### src/rtl/data_mem_ctrl_pkg.sv
// Load/store definitions shared by the memory controller and the load-extension stage.
package lsu_pkg;

    localparam logic [2:0] LS_B  = 3'b000;
    localparam logic [2:0] LS_H  = 3'b001;
    localparam logic [2:0] LS_W  = 3'b010;
    localparam logic [2:0] LS_BU = 3'b011;
    localparam logic [2:0] LS_HU = 3'b100;

    typedef enum logic [1:0] {
        IDLE,
        REQ,
        RESP,
        DONE
    } lsu_state_t;

endpackage

### src/rtl/data_mem_ctrl_if.sv
// Word-wide data memory bus between the controller (master) and the memory (slave).
interface data_mem_ctrl_if;

    logic        mem_req;
    logic        mem_we;
    logic [31:0] mem_addr;
    logic [3:0]  mem_be;
    logic [31:0] mem_wdata;
    logic [31:0] mem_rdata;
    logic        mem_ack;

    modport master (
        output mem_req, mem_we, mem_addr, mem_be, mem_wdata,
        input  mem_rdata, mem_ack
    );

    modport slave (
        input  mem_req, mem_we, mem_addr, mem_be, mem_wdata,
        output mem_rdata, mem_ack
    );

endinterface

### src/rtl/data_mem_ctrl_lane_align.sv
// Combinational lane steering: byte enables, store replication, access checks and load lane extraction.
module lane_align
    import lsu_pkg::*;
(
    input  logic [2:0]  ls_type,
    input  logic        is_store,
    input  logic [1:0]  addr_lo,
    input  logic [31:0] store_data,
    output logic [3:0]  be,
    output logic [31:0] wdata,
    output logic        access_err,
    input  logic [2:0]  load_type,
    input  logic [1:0]  load_off,
    input  logic [31:0] rdata,
    output logic [31:0] load_lane
);

    logic [31:0] shifted;

    always_comb begin
        be         = '0;
        wdata      = '0;
        access_err = 1'b0;
        case (ls_type)
            LS_B, LS_BU: begin
                be    = 4'b0001 << addr_lo;
                wdata = {4{store_data[7:0]}};
            end
            LS_H, LS_HU: begin
                be         = addr_lo[1] ? 4'b1100 : 4'b0011;
                wdata      = {2{store_data[15:0]}};
                access_err = addr_lo[0];
            end
            LS_W: begin
                be         = 4'b1111;
                wdata      = store_data;
                access_err = |addr_lo;
            end
            default: access_err = 1'b1;
        endcase
        // Unsigned kinds are meaningless for stores.
        if (is_store && ls_type > LS_W)
            access_err = 1'b1;
    end

    always_comb begin
        shifted = rdata >> {load_off, 3'b000};
        case (load_type)
            LS_B, LS_BU: load_lane = {24'b0, shifted[7:0]};
            LS_H, LS_HU: load_lane = {16'b0, shifted[15:0]};
            default:     load_lane = shifted;
        endcase
    end

endmodule

### src/rtl/data_mem_ctrl.sv
// Single-outstanding load/store controller: IDLE -> REQ -> RESP -> DONE with ack timeout.
module data_mem_ctrl
    import lsu_pkg::*;
#(
    parameter int unsigned TIMEOUT = 16
)(
    input  logic                  clk,
    input  logic                  rst_n,
    input  logic                  start,
    input  logic                  is_store,
    input  logic [2:0]            ls_type,
    input  logic [31:0]           addr,
    input  logic [31:0]           store_data,
    output logic                  busy,
    output logic                  done,
    output logic                  err,
    output logic                  timeout,
    output logic [31:0]           load_raw,
    data_mem_ctrl_if.master       mem
);

    localparam logic [7:0] WAIT_LAST = 8'(TIMEOUT - 1);

    lsu_state_t  state;
    logic [7:0]  wait_cnt;
    logic [2:0]  ld_type_q;
    logic [1:0]  ld_off_q;
    logic        ld_q;
    logic        req_q, we_q;
    logic [31:0] addr_q, wdata_q;
    logic [3:0]  be_q;

    logic [3:0]  be;
    logic [31:0] wdata, load_lane;
    logic        access_err;

    lane_align u_lane_align (
        .ls_type    (ls_type),
        .is_store   (is_store),
        .addr_lo    (addr[1:0]),
        .store_data (store_data),
        .be         (be),
        .wdata      (wdata),
        .access_err (access_err),
        .load_type  (ld_type_q),
        .load_off   (ld_off_q),
        .rdata      (mem.mem_rdata),
        .load_lane  (load_lane)
    );

    assign mem.mem_req   = req_q;
    assign mem.mem_we    = we_q;
    assign mem.mem_addr  = addr_q;
    assign mem.mem_be    = be_q;
    assign mem.mem_wdata = wdata_q;

    always_ff @(posedge clk or negedge rst_n) begin
        if (!rst_n) begin
            state     <= IDLE;
            wait_cnt  <= '0;
            ld_type_q <= '0;
            ld_off_q  <= '0;
            ld_q      <= 1'b0;
            req_q     <= 1'b0;
            we_q      <= 1'b0;
            addr_q    <= '0;
            be_q      <= '0;
            wdata_q   <= '0;
            busy      <= 1'b0;
            done      <= 1'b0;
            err       <= 1'b0;
            timeout   <= 1'b0;
            load_raw  <= '0;
        end else begin
            case (state)
                IDLE: if (start) begin
                    busy      <= 1'b1;
                    ld_type_q <= ls_type;
                    ld_off_q  <= addr[1:0];
                    ld_q      <= !is_store;
                    if (access_err) begin
                        state <= DONE;
                        done  <= 1'b1;
                        err   <= 1'b1;
                    end else begin
                        state    <= REQ;
                        wait_cnt <= '0;
                        req_q    <= 1'b1;
                        we_q     <= is_store;
                        addr_q   <= {addr[31:2], 2'b00};
                        be_q     <= be;
                        wdata_q  <= is_store ? wdata : '0;
                    end
                end
                REQ: begin
                    if (!mem.mem_ack)
                        wait_cnt <= wait_cnt + 8'd1;
                    // Bus drops on the same edge as either exit from REQ.
                    if (mem.mem_ack || wait_cnt == WAIT_LAST) begin
                        req_q   <= 1'b0;
                        we_q    <= 1'b0;
                        addr_q  <= '0;
                        be_q    <= '0;
                        wdata_q <= '0;
                    end
                    if (mem.mem_ack) begin
                        if (ld_q)
                            load_raw <= load_lane;
                        state <= RESP;
                    end else if (wait_cnt == WAIT_LAST) begin
                        state   <= DONE;
                        done    <= 1'b1;
                        timeout <= 1'b1;
                    end
                end
                RESP: begin
                    state <= DONE;
                    done  <= 1'b1;
                end
                DONE: begin
                    state   <= IDLE;
                    busy    <= 1'b0;
                    done    <= 1'b0;
                    err     <= 1'b0;
                    timeout <= 1'b0;
                end
                default: state <= IDLE;
            endcase
        end
    end

endmodule

### src/flat_wrapper.sv
// flat-port wrapper written by rule: the top's interface ports become plain ports
module data_mem_ctrl_flat import lsu_pkg::*;
#(
    parameter int unsigned TIMEOUT = 16
)
  (clk, rst_n, start, is_store, ls_type, addr, store_data, busy, done, err, timeout, load_raw, mem_mem_req, mem_mem_we, mem_mem_addr, mem_mem_be, mem_mem_wdata, mem_mem_rdata, mem_mem_ack);
  data_mem_ctrl_if mem_i ();
  input  logic clk;
  input  logic rst_n;
  input  logic start;
  input  logic is_store;
  input  logic [2:0] ls_type;
  input  logic [31:0] addr;
  input  logic [31:0] store_data;
  output logic busy;
  output logic done;
  output logic err;
  output logic timeout;
  output logic [31:0] load_raw;
  output wire logic [$bits(mem_i.mem_req)-1:0] mem_mem_req;
  output wire logic [$bits(mem_i.mem_we)-1:0] mem_mem_we;
  output wire logic [$bits(mem_i.mem_addr)-1:0] mem_mem_addr;
  output wire logic [$bits(mem_i.mem_be)-1:0] mem_mem_be;
  output wire logic [$bits(mem_i.mem_wdata)-1:0] mem_mem_wdata;
  input wire logic [$bits(mem_i.mem_rdata)-1:0] mem_mem_rdata;
  input wire logic [$bits(mem_i.mem_ack)-1:0] mem_mem_ack;
  assign mem_mem_req = mem_i.mem_req;
  assign mem_mem_we = mem_i.mem_we;
  assign mem_mem_addr = mem_i.mem_addr;
  assign mem_mem_be = mem_i.mem_be;
  assign mem_mem_wdata = mem_i.mem_wdata;
  assign mem_i.mem_rdata = mem_mem_rdata;
  assign mem_i.mem_ack = mem_mem_ack;
  data_mem_ctrl #(.TIMEOUT(TIMEOUT)) u_core (.clk(clk), .rst_n(rst_n), .start(start), .is_store(is_store), .ls_type(ls_type), .addr(addr), .store_data(store_data), .busy(busy), .done(done), .err(err), .timeout(timeout), .load_raw(load_raw), .mem(mem_i));
endmodule
### config.mk
export PLATFORM = sky130hd
export DESIGN_NAME = data_mem_ctrl_flat
export DESIGN_NICKNAME = d
export VERILOG_FILES = /design/src/rtl/data_mem_ctrl_pkg.sv /design/src/rtl/data_mem_ctrl_if.sv /design/src/rtl/data_mem_ctrl_lane_align.sv /design/src/rtl/data_mem_ctrl.sv /design/src/flat_wrapper.sv
export SDC_FILE = /design/constraint.sdc
export NUM_CORES = 1
export LEC_CHECK = 0
export ABC_AREA = 1
export CORE_MARGIN = 2
export CORE_UTILIZATION = 45
export DETAILED_ROUTE_END_ITERATION = 8
export PLACE_DENSITY = 0.8
export SYNTH_ARGS = -nofsm -noshare
export SYNTH_HDL_FRONTEND = slang
export SYNTH_HIERARCHICAL = 1
export SYNTH_SLANG_ARGS = --single-unit
### constraint.sdc
create_clock -name clk -period 3.7 [get_ports clk]
set_input_delay 0.555 -clock clk [delete_from_list [all_inputs] [get_ports clk]]
set_output_delay 0.555 -clock clk [all_outputs]
set_load 0.1 [all_outputs]
After elaboration in Yosys (flattened, before gate mapping)
Cells that the tools add are included.
Storage, ports and cells
  input bits: 104
  output and inout port bits: 106
  bits in registers: 122
  word-level logic and storage cells: 103
Operators by class
  add/sub/neg operators: 1
  mux-type cells: 43
  shift-type cells: 2
  magnitude comparators: 1
  equality and inequality tests: 18
  reductions and logical operators: 23
Operators by type and width (count)
  32-bit 2-to-1 mux: 6
  32-bit case mux with 2 select lines: 3
  32-bit case mux with 3 select lines: 1
  32-bit by 5-bit >> shifter with 32-bit output: 1
  8-bit 2-to-1 mux: 3
  4-bit 2-to-1 mux: 4
  8-bit case mux with 2 select lines: 1
  4-bit case mux with 3 select lines: 1
  4-bit AND reduction: 3
  1-bit 2-to-1 mux: 11
  1-bit case mux with 2 select lines: 5
  2-bit OR reduction: 5
  3-bit by 2-bit equality test with 1-bit output, second input constant: 3
  3-bit AND reduction: 3
  8-bit by 1-bit adder with 8-bit output, second input constant: 1
  8-bit by 4-bit equality test with 1-bit output, second input constant: 1
  2-bit 2-to-1 mux: 4
  2-bit case mux with 4 select lines: 1
  4-bit case mux with 2 select lines: 1
  3-bit by 1-bit equality test with 1-bit output, second input constant: 2
  3-bit equality test, second input constant: 2
  3-bit zero test: 2
  2-bit by 1-bit inequality test with 1-bit output, second input constant: 3
  2-bit inequality test, second input constant: 3
  13 further kinds: 18

Depth between registers and ports, before layout
  depth in word-level cells: 7
  mapped depth: 14
  gate-level depth less buffers: 12

Modules after synthesis
The synthesis kept the hierarchy.
Modules (own cells, without submodules)
  data_mem_ctrl: sequential area each 3002.9 µm², instances 1, area each 4840.9 µm², cells an instance 507
  lane_align: sequential area each 0.0 µm², instances 1, area each 1187.4 µm², cells an instance 258

Worst setup path before layout
No wires, ideal clock.
  path type: input to register
  from: in ls_type[0]
  to: reg u_core.wdata_q[10], in the netlist u_core/mem.mem_wdata[10]
  buffers on the path: 3
  path slack: 1669 ps
  cell stages on the path: 13
  arrival time: 1908 ps
  required time: 3578 ps
  cells stage by stage: o21ai_1 -> buf_4 -> inv_2 -> nor2_1 -> nand3_1 -> nand2_1 -> o21ai_1 -> nor2_1 -> nand2_2 -> buf_6 -> buf_6 -> nand2_1 -> nand2_1
RTL lines
  start, declared: line flat_wrapper.sv:12  | input logic [2:0] ls_type;
  3-bit by 1-bit equality test with 1-bit output, or another cell as far along: line data_mem_ctrl_lane_align.sv:24  | case (ls_type)
  2-bit OR reduction: line data_mem_ctrl_lane_align.sv:24
  1-bit case mux with 3 select lines: line data_mem_ctrl_lane_align.sv:24
  1-bit 2-to-1 mux (*): line data_mem_ctrl_lane_align.sv:42  | if (is_store && ls_type > LS_W)
  via u_core.access_err: line data_mem_ctrl.sv:35  | logic access_err;
  2-bit inequality test (no source line) (*)
  4-bit AND reduction (no source line) (*)
  end signal, assigned: line data_mem_ctrl.sv:92  | wdata_q <= is_store ? wdata : '0;
  end, declared: line data_mem_ctrl.sv:30  | logic [31:0] addr_q, wdata_q;
The timed path passes the listed nets; every way through them passes the cells marked *. The select of a mux whose other input is x is not followed.
A chain may end at the register's enable or synchronous reset.

Worst setup path in the final report
  from: in ls_type[1]
  to: reg u_core.wait_cnt[2]
Between the ends
  longest elaborated chain between the ends: 6
Ends and longest elaborated chain
  3-bit by 1-bit equality test with 1-bit output, or another cell as far along: line data_mem_ctrl_lane_align.sv:24
  2-bit OR reduction: line data_mem_ctrl_lane_align.sv:24
  1-bit case mux with 3 select lines: line data_mem_ctrl_lane_align.sv:24
  1-bit 2-to-1 mux (*): line data_mem_ctrl_lane_align.sv:42
  via u_core.access_err: line data_mem_ctrl.sv:35
  2-bit inequality test (no source line) (*)
  4-bit AND reduction (no source line) (*)
  end signal, assigned: line data_mem_ctrl.sv:97  | wait_cnt <= wait_cnt + 8'd1;
  end, declared: line data_mem_ctrl.sv:25  | logic [7:0] wait_cnt;
The timed path passes the listed nets; every way through them passes the cells marked *.

==> results.tsv <==
stage	metric	value	unit
timing	# setup viols final	0	
timing	Final min period	2.667	ns
yosys	Cells after Synth	765	
final_layout	ant diodes	0	
place	Area after DPL	8154	um2
clock_tree	Post-CTS Setup Inserts	0	
timing	Worst Skew	0.008167	ns
yosys	Seq/Total Area, Yosys	49.81	%
clock_tree	CTS Buffer Depth	2	
route	total number of vias	5690	
clock_tree	# H-tree levels	4	
final_layout	Fillers	1108	
yosys	largest cells by area after synthesis	dfrtp_1, nand2_1, mux2_2	
timing	fin crit share	72.08	%
timing	RSZ-0062 raised after global routing	false	
global_route	number of global-route vias before repair	5519	
yosys	Syn Std Cell Area	6028	um2
global_route	total gr overflow	0	
outcome	status	completed	
yosys	count leader, synth	nand2_1	
floorplanning	Core Region	13140	um2
clock_tree	clk root buf	clkbuf_16	
critical_path	Worst EP required	4.02	ns
critical_path	Crit Path Max Fanout	11	
clock_tree	TritonCTS clock tree	yes	
pwr	peak supply drop	0.6326	mV
floorplanning	Total Die Area	14340	um2
route	DR WL/cell	14.38	um
critical_path	CP Launch Type	input port	
yosys	post-synthesis adder-cell area fraction	0.8302	%
floorplanning	Die H	119.7	um
timing	Final Max Tran Viols	0	
critical_path	Worst R2R Path Depth	9	
critical_path	CP arrival	2.98	ns
route	vias per std cell	4.944	
critical_path	FF-to-FF End	u_core/mem.mem_addr[8]	
timing	post-route setup TNS	0	ns
floorplanning	Initial Util	45.89	%
place	DPL Wire Length	11.56	mm
timing	worst slew pin tran	1.051	ns
route	Antenna Nets Post-Route	0	
yosys	Yosys top cell area share	49.81	%
critical_path	Setup crit end kind	flop	
clock_tree	worst skew pair latency	0.41	ns
timing	Fin. Hold Viols	0	
pwr	Leak	4.416	nW
yosys	post-synthesis cell type count	27	
floorplanning	Die Wd	119.7	um
yosys	Post-synth top cells	nand2_1, dfrtp_1, nand3_1	
clock_tree	Worst-path clk slew	0.05	ns
global_route	pin count of the biggest net entering global routing	71	
clock_tree	CTS Buf Count	17	
clock_tree	CTS resizes	0	
yosys	Yosys warning count	6	
timing	Fin Hold WS	0.1748	ns
place	routability congestion estimate	0.8907	
timing	Worst slew margin	29.70	%
yosys	mux share of post-synthesis cell area	5.978	%
floorplanning	Ports	210	
yosys	Primary FF master, synth	dfrtp_1	
global_route	total track usage	23.67	%
global_route	first-pass GRT wire length	26.72	mm
final_layout	Area Growth Syn to Fin	45.58	%
yosys	Synth Area in Compound Gates	3.923	%
yosys	ys async rst share	100.0	%
yosys	main combinational cell family by area after synthesis	simple AND/OR/NAND/NOR gates	
yosys	syn_area_per_cell	7.880	um2
yosys	Post-synth EDFFs	0	
route	initial drt markers	305	
job	Max Cap Viol	0	
route	Post-Route WL	16.55	mm
pwr	power per cell area	992.1	nW/um2
hold_path	Worst Hold Class	in -> async	
yosys	FF+latch count, synth	120	
critical_path	r2r setup slk	1.42	ns
clock_tree	CTS Hold Bufs	0	
yosys	post-synthesis xor/xnor area fraction	0	%
yosys	Simple-Gate Fraction of Synth Area	33.23	%
floorplanning	site row count	42	
critical_path	Crit Path Class	in -> reg	
final_layout	fin area	8776	um2
yosys	dominant cell type by area after synthesis	dfrtp_1	
route	DR pass1 iterations	5	
place	IO buf count	207	
timing	Fmax	375.0	MHz
clock_tree	# clock sinks	120	
critical_path	Worst R2R Start	u_core/state[1]	
final_layout	fraction of layout cells with a size suffix above 1	10.15	%
route	Residual DRC	0	
global_route	initial antenna violation count	0	
final_layout	nets	1070	
[cells by family (layout without fill, tap and decap cells)]
| family | Yosys count | in the layout |
|---|---|---|
| adders and majority gates | 4 | 4 |
| DFF | 120 | 120 |
| muxes | 32 | 32 |
| other | 1 | 2 |
| AOI/OAI and AO/OA | 40 | 40 |
| buffers and inverters | 76 | 285 |
| and+or+nand+nor | 492 | 492 |
[worst max-delay path: stages]
cell             delay [ns]
clkdlybuf4s50_1        0.49
o21ai_1                0.34
inv_2                  0.16
nor2_1                 0.15
nand3_1                0.14
nand2_1                0.11
o21ai_1                0.08
nor2_1                 0.52
inv_1                  0.21
o21ai_0                0.22
[sequential cells by signal, indices dropped and copies added (netlist names), 2 cells and up]
| signal | flops |
|---|---|
| u_core/wait_cnt | 8 |
| u_core/mem.mem_be | 4 |
| u_core/state | 2 |
| u_core/mem.mem_wdata | 32 |
| u_core/ld_type_q | 3 |
| u_core/load_raw | 32 |
| u_core/mem.mem_addr | 30 |
| u_core/ld_off_q | 2 |
[where the power goes]
| group | switching, mW | internal (mW) |
|---|---|---|
| Sequential | 0.290 | 1.72 |
| Combinational | 3.78 | 1.18 |
| Clock | 0.587 | 1.14 |
[worst max path at each step]
stage / slack (ns) / from / to
detailed placement: 0.62 / ls_type[1] / u_core/wait_cnt[2]
floorplan: 1.67 / ls_type[0] / u_core/mem.mem_wdata[10]
finish: 1.03 / ls_type[1] / u_core/wait_cnt[2]
global route: 0.74 / ls_type[1] / u_core/wait_cnt[2]
CTS: 1.07 / ls_type[1] / u_core/wait_cnt[2]
global placement: 0.75 / ls_type[1] / u_core/wait_cnt[2]
[cell type report]
cell class	instances	area, um2	share of cell area [%]
repair buffers	212	2120	24.15
multi-input cells	570	2658	30.28
clock buffers	20	446.7	5.090
well taps	176	220.2	2.509
inverters	41	153.9	1.754
clock inverters	12	175.2	1.996
flip-flops and latches	120	3003	34.22
[cells in the final DEF (no fill, tap or decap), types with 4 or more instances in the layout]
master           instances
inv_1                   30
inv_2                   11
nand3_1                 59
clkdlybuf4s50_1        206
or2_2                   11
buf_4                    5
nand4_1                  6
o211ai_1                 8
nor2_1                  52
clkbuf_16               17
ha_1                     4
dfrtp_1                120
bufinv_16                4
nand2_1                351
o21ai_1                 16
o21ai_0                 11
or2_1                    7
mux2_2                  32
[metrics by stage]
stage	cells	utilization (%)	power, mW	setup slack [ns]
2_1_floorplan	766	-	5.839	1.669
3_3_place_gp	1119	62.07	6.967	0.7495
3_5_place_dp	1119	62.07	7.006	0.6239
4_1_cts	1151	66.80	8.775	1.067
5_1_grt	1151	66.80	9.131	0.7379
6_report	1151	66.80	8.707	1.033
[routing by layer]
| metal | up-vias | part of all wire, % | GRT usage (%) |
|---|---|---|---|
| met5 | - | 0 | 0 |
| met4 | 0 | 1.9 | 8.456 |
| met3 | 24 | 9.0 | 8.840 |
| met2 | 224 | 47 | 37.82 |
| met1 | 2640 | 42 | 29.47 |
| li1 | 2802 | - | - |
Note: power is estimated with default switching activity, not from simulation.
